$ cat src/rtl/glcd_pkg.sv
// Shared types and constants for the KS0108-style graphic LCD bus controller.
// The CLEAR state exists only when GLCD_CLEAR_EN is defined.
package glcd_pkg;

    typedef enum logic [2:0] {
        RST_HOLD,
        INIT,
        IDLE,
        SETUP,
        EN_HI,
        HOLD
`ifdef GLCD_CLEAR_EN
        , CLEAR
`endif
    } glcd_state_e;

    localparam logic [7:0] CMD_DISPLAY_ON = 8'h3F;
    localparam logic [7:0] CMD_START_LINE = 8'hC0;
    localparam logic [7:0] CMD_SET_PAGE   = 8'hB8;
    localparam logic [7:0] CMD_SET_COL    = 8'h40;

    localparam int unsigned N_PAGE = 8;
    localparam int unsigned N_COL  = 64;

    function automatic int unsigned max_of(input int unsigned a, input int unsigned b);
        return (a > b) ? a : b;
    endfunction

endpackage

$ cat src/rtl/glcd_bus_timer.sv
// Loadable down-counter shared by all timed FSM phases; done_c marks the last clock of a phase.
module glcd_bus_timer #(
    parameter int unsigned CNT_W   = 8,
    parameter int unsigned RST_VAL = 1
) (
    input  logic             clk,
    input  logic             rst_n,
    input  logic             load,
    input  logic [CNT_W-1:0] load_val,
    output logic             done_c
);

    logic [CNT_W-1:0] cnt;

    always_ff @(posedge clk or negedge rst_n) begin
        if (!rst_n) begin
            cnt <= CNT_W'(RST_VAL);
        end else if (load) begin
            cnt <= load_val;
        end else if (cnt != '0) begin
            cnt <= cnt - CNT_W'(1);
        end
    end

    assign done_c = (cnt <= CNT_W'(1));

endmodule

$ cat src/rtl/glcd_bus_ctrl.sv
// Write-only KS0108 bus master: panel reset, init commands, optional clear, then host writes.
// Define GLCD_CLEAR_EN to blank all pages before init_done rises.
module glcd_bus_ctrl
    import glcd_pkg::*;
#(
    parameter int unsigned N_CHIP    = 2,
    parameter int unsigned SETUP_CYC = 2,
    parameter int unsigned EN_CYC    = 50,
    parameter int unsigned HOLD_CYC  = 2,
    parameter int unsigned RST_CYC   = 1000
) (
    input  logic              clk,
    input  logic              rst_n,
    input  logic              req_valid,
    output logic              req_ready,
    input  logic              req_di,
    input  logic [7:0]        req_data,
    input  logic [N_CHIP-1:0] req_cs,
    output logic [7:0]        graphic_lcd_d,
    output logic              graphic_lcd_rw,
    output logic              graphic_lcd_en,
    output logic              graphic_lcd_di,
    output logic              graphic_lcd_rst,
    output logic [N_CHIP-1:0] graphic_lcd_cs,
    output logic              init_done
);

    localparam int unsigned CNT_MAX = max_of(max_of(SETUP_CYC, EN_CYC), max_of(HOLD_CYC, RST_CYC));
    localparam int unsigned CNT_W   = $clog2(CNT_MAX + 1);

    glcd_state_e        state, state_n;
    logic [7:0]         d_n;
    logic               en_n, di_n, rst_n_out, ready_n, init_done_n;
    logic [N_CHIP-1:0]  cs_n;
    logic [1:0]         init_idx, init_idx_n;
    logic               tmr_load, tmr_done_c;
    logic [CNT_W-1:0]   tmr_val;
`ifdef GLCD_CLEAR_EN
    logic [2:0]         clr_page, clr_page_n;
    logic [6:0]         clr_step, clr_step_n;
    logic               clr_done, clr_done_n;
`endif

    glcd_bus_timer #(
        .CNT_W   (CNT_W),
        .RST_VAL (RST_CYC)
    ) u_timer (
        .clk      (clk),
        .rst_n    (rst_n),
        .load     (tmr_load),
        .load_val (tmr_val),
        .done_c   (tmr_done_c)
    );

    assign graphic_lcd_rw = 1'b0;

    // State and registered bus outputs
    always_ff @(posedge clk or negedge rst_n) begin
        if (!rst_n) begin
            state           <= RST_HOLD;
            graphic_lcd_d   <= '0;
            graphic_lcd_en  <= 1'b0;
            graphic_lcd_di  <= 1'b0;
            graphic_lcd_rst <= 1'b0;
            graphic_lcd_cs  <= '0;
            req_ready       <= 1'b0;
            init_done       <= 1'b0;
            init_idx        <= '0;
`ifdef GLCD_CLEAR_EN
            clr_page        <= '0;
            clr_step        <= '0;
            clr_done        <= 1'b0;
`endif
        end else begin
            state           <= state_n;
            graphic_lcd_d   <= d_n;
            graphic_lcd_en  <= en_n;
            graphic_lcd_di  <= di_n;
            graphic_lcd_rst <= rst_n_out;
            graphic_lcd_cs  <= cs_n;
            req_ready       <= ready_n;
            init_done       <= init_done_n;
            init_idx        <= init_idx_n;
`ifdef GLCD_CLEAR_EN
            clr_page        <= clr_page_n;
            clr_step        <= clr_step_n;
            clr_done        <= clr_done_n;
`endif
        end
    end

    // Next-state and next-output logic
    always_comb begin
        state_n     = state;
        d_n         = graphic_lcd_d;
        en_n        = graphic_lcd_en;
        di_n        = graphic_lcd_di;
        rst_n_out   = graphic_lcd_rst;
        cs_n        = graphic_lcd_cs;
        ready_n     = req_ready;
        init_done_n = init_done;
        init_idx_n  = init_idx;
        tmr_load    = 1'b0;
        tmr_val     = '0;
`ifdef GLCD_CLEAR_EN
        clr_page_n  = clr_page;
        clr_step_n  = clr_step;
        clr_done_n  = clr_done;
`endif
        unique case (state)
            RST_HOLD: begin
                if (tmr_done_c) begin
                    rst_n_out = 1'b1;
                    state_n   = INIT;
                end
            end
            INIT: begin
                if (init_idx == 2'd2) begin
`ifdef GLCD_CLEAR_EN
                    state_n     = CLEAR;
`else
                    init_done_n = 1'b1;
                    ready_n     = 1'b1;
                    state_n     = IDLE;
`endif
                end else begin
                    d_n        = (init_idx == 2'd0) ? CMD_DISPLAY_ON : CMD_START_LINE;
                    di_n       = 1'b0;
                    cs_n       = '1;
                    init_idx_n = init_idx + 2'd1;
                    state_n    = SETUP;
                    tmr_load   = 1'b1;
                    tmr_val    = CNT_W'(SETUP_CYC);
                end
            end
`ifdef GLCD_CLEAR_EN
            CLEAR: begin
                if (clr_done) begin
                    init_done_n = 1'b1;
                    ready_n     = 1'b1;
                    state_n     = IDLE;
                end else begin
                    // Per page: set-page, set-column, then one zero byte per column
                    cs_n = '1;
                    di_n = (clr_step >= 7'd2);
                    if (clr_step == 7'd0) begin
                        d_n = CMD_SET_PAGE | 8'(clr_page);
                    end else if (clr_step == 7'd1) begin
                        d_n = CMD_SET_COL;
                    end else begin
                        d_n = 8'h00;
                    end
                    if (clr_step == 7'(N_COL + 1)) begin
                        clr_step_n = '0;
                        if (clr_page == 3'(N_PAGE - 1)) begin
                            clr_done_n = 1'b1;
                        end else begin
                            clr_page_n = clr_page + 3'd1;
                        end
                    end else begin
                        clr_step_n = clr_step + 7'd1;
                    end
                    state_n  = SETUP;
                    tmr_load = 1'b1;
                    tmr_val  = CNT_W'(SETUP_CYC);
                end
            end
`endif
            IDLE: begin
                ready_n = 1'b1;
                if (req_valid && req_ready) begin
                    ready_n = 1'b0;
                    // An empty chip mask is consumed without touching the bus
                    if (|req_cs) begin
                        d_n      = req_data;
                        di_n     = req_di;
                        cs_n     = req_cs;
                        state_n  = SETUP;
                        tmr_load = 1'b1;
                        tmr_val  = CNT_W'(SETUP_CYC);
                    end
                end
            end
            SETUP: begin
                if (tmr_done_c) begin
                    en_n     = 1'b1;
                    state_n  = EN_HI;
                    tmr_load = 1'b1;
                    tmr_val  = CNT_W'(EN_CYC);
                end
            end
            EN_HI: begin
                if (tmr_done_c) begin
                    en_n     = 1'b0;
                    state_n  = HOLD;
                    tmr_load = 1'b1;
                    tmr_val  = CNT_W'(HOLD_CYC);
                end
            end
            HOLD: begin
                if (tmr_done_c) begin
                    cs_n = '0;
                    if (init_done) begin
                        ready_n = 1'b1;
                        state_n = IDLE;
                    end else begin
`ifdef GLCD_CLEAR_EN
                        state_n = (init_idx == 2'd2) ? CLEAR : INIT;
`else
                        state_n = INIT;
`endif
                    end
                end
            end
            default: state_n = RST_HOLD;
        endcase
    end

endmodule
$ cat config.mk
export PLATFORM = sky130hd
export DESIGN_NAME = glcd_bus_ctrl
export DESIGN_NICKNAME = d
export VERILOG_FILES = /design/src/rtl/glcd_pkg.sv /design/src/rtl/glcd_bus_timer.sv /design/src/rtl/glcd_bus_ctrl.sv
export SDC_FILE = /design/constraint.sdc
export NUM_CORES = 1
export LEC_CHECK = 0
export ABC_AREA = 1
export BUFFER_PORTS_ARGS = -buffer_cell sky130_fd_sc_hd__buf_4
export CAP_MARGIN = 30
export CORE_AREA = 2 2 74 76
export DETAILED_ROUTE_END_ITERATION = 8
export DIE_AREA = 0 0 76 78
export PLACE_DENSITY_LB_ADDON = 0.08
export SYNTH_ARGS = -nofsm -noshare
export SYNTH_HDL_FRONTEND = slang
export SYNTH_SLANG_ARGS = --single-unit
$ cat constraint.sdc
create_clock -name clk -period 2 [get_ports clk]
set_input_delay 0.3 -clock clk [delete_from_list [all_inputs] [get_ports clk]]
set_output_delay 0.3 -clock clk [all_outputs]
set_load 0.01 [all_outputs]
Word level (Yosys, flattened, before mapping)
Cells that the tools add are included.

Memory bits (writable): 0. Output and inout bits: 16. Input bits: 14. Memory bits (read-only): 0. Bits in latches: 0. Register bits: 30. Logic and storage cells: 91. Memories kept: 0.

Divide/modulo/power cells: 0. Bitwise logic cells: 1. Multipliers: 0. Shifts and indexed selects: 0. Equality and inequality tests: 15. Multiplexer cells: 44. Reductions and logical operators: 18. Add/subtract/negate cells: 2. Order comparisons: 1.

Operator list (count): 2-to-1 mux 8 bit (4); one-hot mux 6 bit (4 select lines) (1); 2-to-1 mux 10 bit (2); 2-to-1 mux 2 bit (9); 2-to-1 mux 3 bit (6); inequality test 2 bit (second input constant) (9); one-hot mux 3 bit (6 select lines) (1); one-hot mux 8 bit (2 select lines) (1); 2-to-1 mux 1 bit (14); less-or-equal comparator 10 x 1 -> 1 bit (second input constant) (1); nonzero test 10 bit (1); subtractor 10 x 1 -> 10 bit (second input constant) (1); AND reduction 4 bit (2); equality test 3 x 2 -> 1 bit (second input constant) (2); equality test 3 bit (second input constant) (2); 2-to-1 mux 6 bit (1); one-hot mux 1 bit (3 select lines) (2); one-hot mux 2 bit (3 select lines) (1); AND reduction 2 bit (3); AND reduction 6 bit (1); nonzero test 2 bit (3); AND reduction 5 bit (1); one-hot mux 1 bit (2 select lines) (2); OR reduction 2 bit (2); 9 further kinds (9).

Longest topological paths before layout
Word-level depth: 5. Mapped depth: 9. Gate-level depth less buffers: 9.

Cells and area by module
From an unflattened synthesis, not the netlist that was laid out.

Cell total of the unflattened synthesis: 260. Area, all modules: 1846.8 sq um.

By module, submodules not included: glcd_bus_ctrl (cells an instance 156, sequential area each 500.5 sq um, area each 1091.0 sq um, times used 1); glcd_bus_timer (cells an instance 104, sequential area each 257.7 sq um, area each 755.7 sq um, times used 1).

Least setup slack after synthesis
No wires, ideal clock.

Path kind: reg-to-reg. From: reg u_timer.cnt[0]. To: reg u_timer.cnt[9]. Clock period less this slack: 1.521 ns. Cell stages (with the launch flop): 10. Data required time: 1.933 ns. Slack: 0.479 ns. Path buffers: 0. Library setup time: 0.067 ns. Arrival time: 1.454 ns. Cell sequence: dfrtp_1 inv_1 ha_1 o21ai_1 nor2_4 nand2_1 nand2_2 inv_2 nand2_1 nor2_1.

Word-level cells in the longest chain between the ends: 4. Elaborated cells on any way between the ends: 8. Those cells by class: add/sub: 1; order compare: 1; mux: 4; reduce/logical: 2.

Ends and longest elaborated chain: start, declared (RTL line glcd_bus_timer.sv:13) `logic [CNT_W-1:0] cnt;`; start signal, assigned (RTL line glcd_bus_timer.sv:17) `cnt <= CNT_W'(RST_VAL);`; start signal, assigned (RTL line glcd_bus_timer.sv:19) `cnt <= load_val;`; start signal, assigned (RTL line glcd_bus_timer.sv:21) `cnt <= cnt - CNT_W'(1);`; less-or-equal comparator 10 x 1 -> 1 bit (RTL line glcd_bus_timer.sv:25) `assign done_c = (cnt <= CNT_W'(1));`; 2-to-1 mux 1 bit (RTL line glcd_bus_ctrl.sv:185, glcd_bus_ctrl.sv:193); one-hot mux 1 bit (3 select lines) (RTL line glcd_bus_ctrl.sv:110) `unique case (state)`; 2-to-1 mux 10 bit / nonzero test 2 bit (equally long branches).

Parallel ways exist; a longest one is shown, timed or not. The select of a mux whose other input is x is not followed. A chain may end at the register's enable or synchronous reset.

Final worst setup path
Ends and elaborated chain as after synthesis.

==> flow_summary.toml <==
[grt]
grt_overflow = 0
antenna_found_initial = 0
largest_net_degree_at_the_start_of_global_routing = 31
grt_pass1_vias = 1384
grt_use_total_pct = 14.2
grt_pass1_wl_mm = 6.54

[yosys]
post_synth_num_cell_types = 31
synth.avg_cell_area_sq_um = 7.88
postSynthNetCount = 241
post_synth_instance_area_sq_um = 1760
yosys_register_bits = 30
synthesis.yosys.warnings = 0
synthesis.instances = 223
sequential_to_total_area_share_from_yosys_stat_pct = 43.1

[route]
drt_drc_violations_left = 0
via_density_per_instance = 4.49
wire_per_inst_um = 11.5
drt_first_iter_violations = 48
antenna_violating_nets_post_route = 0
length_of_the_first_detailed_routing_pass_in_iterations = 4
vias = 1468
drt_wl_total_mm = 3.76

[worst_setup_path]
reg2reg_setup_slack_ns = 0.28
critPathArrivalTime_ns = 1.94
critPathMaxFanout = 5
startpoint_of_the_most_critical_register_to_register_path = "u_timer.cnt[0]"
end_kind = "flop"
timing.critical_path.from_type = "flop"
rr_worst_depth = 9
worst_ep_required_time_ns = 2.22
critical_path.reg2reg.endpoint = "u_timer.cnt[9]"
critical_path_class = "flop to flop"

[finish]
flow.area_growth_from_synthesis_pct = 21.9
n_antenna_cell = 0
layout.area.seq_sq_um = 758
final_net_count = 274
stdcell_area_sq_um = 2140
multi_input_comb_area_sq_um = 868
layout-drive-gt1-share_pct = 24.9
mostFrequentLayoutCell = "nand2_1"
fillerInstances = 535
most-common-layout-cells = "nand2_1, nor2_1, buf_4, dfrtp_1, inv_1"

[power_and_ir_drop]
irDropWorstVdd_mv = 0.344
static-leakage-power_nw = 1.06
p_total_mw = 1.25
p_per_area_nw_per_um2 = 585

[place]
finalWeightedCongestion = 0.828
dpl-instance-area_sq_um = 2030
placement.io_buffers = 28
post-dp-hpwl_mm = 2.78
post-place-ws_ns = 0.273

[clock_network]
clk_latency_ns = 0.29
cts-resized-gates = 0
htree_num_levels = 2
numClockSinks = 30
clock_slew_at_the_register_clock_pins_of_the_worst_setup_and_hold_paths_ns = 0.06
cts_buffer_depth = 2
post_cts_setup_buffer_count = 0
ctsRootBufferMaster = "clkbuf_8"
cts_made_buffers = 5
postCtsHoldBufs = 1
cts_tree = "yes"

[timing]
totalNegativeSetupSlack_ns = 0
max_freq_ghz = 0.581
postLayoutSetupSlackWorst_ns = 0.279
timing_max_transition_violations_final = 0
min_period_over_period_pct = 86.0
setup-violations-final = 0
min_period_ns = 1.72
timing_hold_violations_final = 0
finalClockSkew_ns = 0.00994
rsz0062_at_grt = "no"

[floorplanning]
fp.dieH_um = 78
die_x_um = 76
floorplan.core_area_sq_um = 5040
initial_core_utilization_pct = 34.9
floorplan.die_area_sq_um = 5930
design.portCount = 30
std_cell_rows = 26

[job]
maxCapViolations = 0

[hold_path]
hold_path_end = "graphic_lcd_d[2]"
worst_hold_class = "input pin to flop"
worstHoldPathCells = 3
min_from = "req_data[2]"

[status]
run_status = "complete, no violations"
==> power breakdown <==
group	switching, mW	internal, mW	leakage (nW)	total, mW
Clock	0.234	0.372	0.0524	0.606
Combinational	0.0204	0.0183	0.663	0.0387
Sequential	0	0.607	0.342	0.607
==> cells in the mapped netlist, drive strengths merged <==
cell	number	area, sq um
nand2	59	244
nor2	44	213
inv	27	101
dfrtp	24	601
nand3	17	95.1
o21ai	10	61.3
a31oi	8	50.1
dfstp	6	158
a21oi	5	25.0
ha	4	50.1
xor2	4	35.0
buf	3	30.0
nand3b	2	15.0
o211ai	2	15.0
a31o	1	8.76
conb	1	3.75
nand4	1	6.26
nor3	1	5.00
nor3b	1	18.8
o21bai	1	7.51
or2	1	6.26
xnor2	1	8.76
==> worst max-delay path, cell delays in order, from the launching register on <==
cell	delay (ns)
dfrtp_1	0.40
inv_1	0.10
ha_1	0.26
o21ai_1	0.26
nor2_4	0.08
nand2_1	0.16
nand2_2	0.11
inv_2	0.10
nand2_1	0.07
nor2_1	0.11
==> metrics by stage <==
stage | instances | hold slack, ns | util [%]
after global routing | 327 | 0.278 | 42.5
final | 327 | 0.285 | 42.5
after CTS | 327 | 0.270 | 42.5
after detailed placement | 318 | 0.266 | 40.2
after floorplan | 223 | 0.00441 | -
after global placement | 318 | 0.269 | 40.2
==> area by class of cell <==
| class | count | share of cell area, % |
|---|---|---|
| clock buffer | 7 | 3.56 |
| clock inverter | 1 | 1.40 |
| inverter | 27 | 4.73 |
| multi-input combinational | 163 | 40.5 |
| sequential | 30 | 35.4 |
| tap | 70 | 4.09 |
| timing repair buffer | 29 | 10.3 |
==> metal layers <==
layer	vias up	global-route usage, %	routed length [um]	part of all wire (%)
li1	775	-	-	-
met4	0	5.64	63	1.7
met3	5	4.42	152	4.0
met5	-	0	0	0
met1	660	19.1	1840	49
met2	28	21.4	1700	45
==> worst max-delay path by stage <==
stage	from	end	slack, ns
detailed placement	u_timer.cnt[0]	u_timer.cnt[9]	0.27
global route	u_timer.cnt[0]	u_timer.cnt[9]	0.04
floorplan	u_timer.cnt[0]	u_timer.cnt[9]	0.48
finish	u_timer.cnt[0]	u_timer.cnt[9]	0.28
CTS	u_timer.cnt[0]	u_timer.cnt[9]	0.26
global placement	u_timer.cnt[0]	u_timer.cnt[9]	0.32
==> registers in the layout (all words and copies together), names as in the netlist <==
register,cells
state,3
graphic_lcd_en,1
u_timer.cnt,10
init_done,1
graphic_lcd_d,8
graphic_lcd_cs,2
graphic_lcd_di,1
graphic_lcd_rst,1
init_idx,2
req_ready,1
==> kinds of logic (layout without fill, tap and decap cells) <==
| kind of cell | after synthesis | count (layout) | synth area share [%] |
|---|---|---|---|
| AO/OA/AOI/OAI | 27 | 27 | 9.54 |
| XOR/XNOR | 5 | 5 | 2.49 |
| adder cells (fa/ha/maj) | 4 | 4 | 2.85 |
| buffers and inverters | 30 | 64 | 7.47 |
| flip-flops | 30 | 30 | 43.1 |
| other | 1 | 1 | 0.213 |
| AND/OR/NAND/NOR | 126 | 126 | 34.3 |
Note: power is estimated with default switching activity, not from simulation.
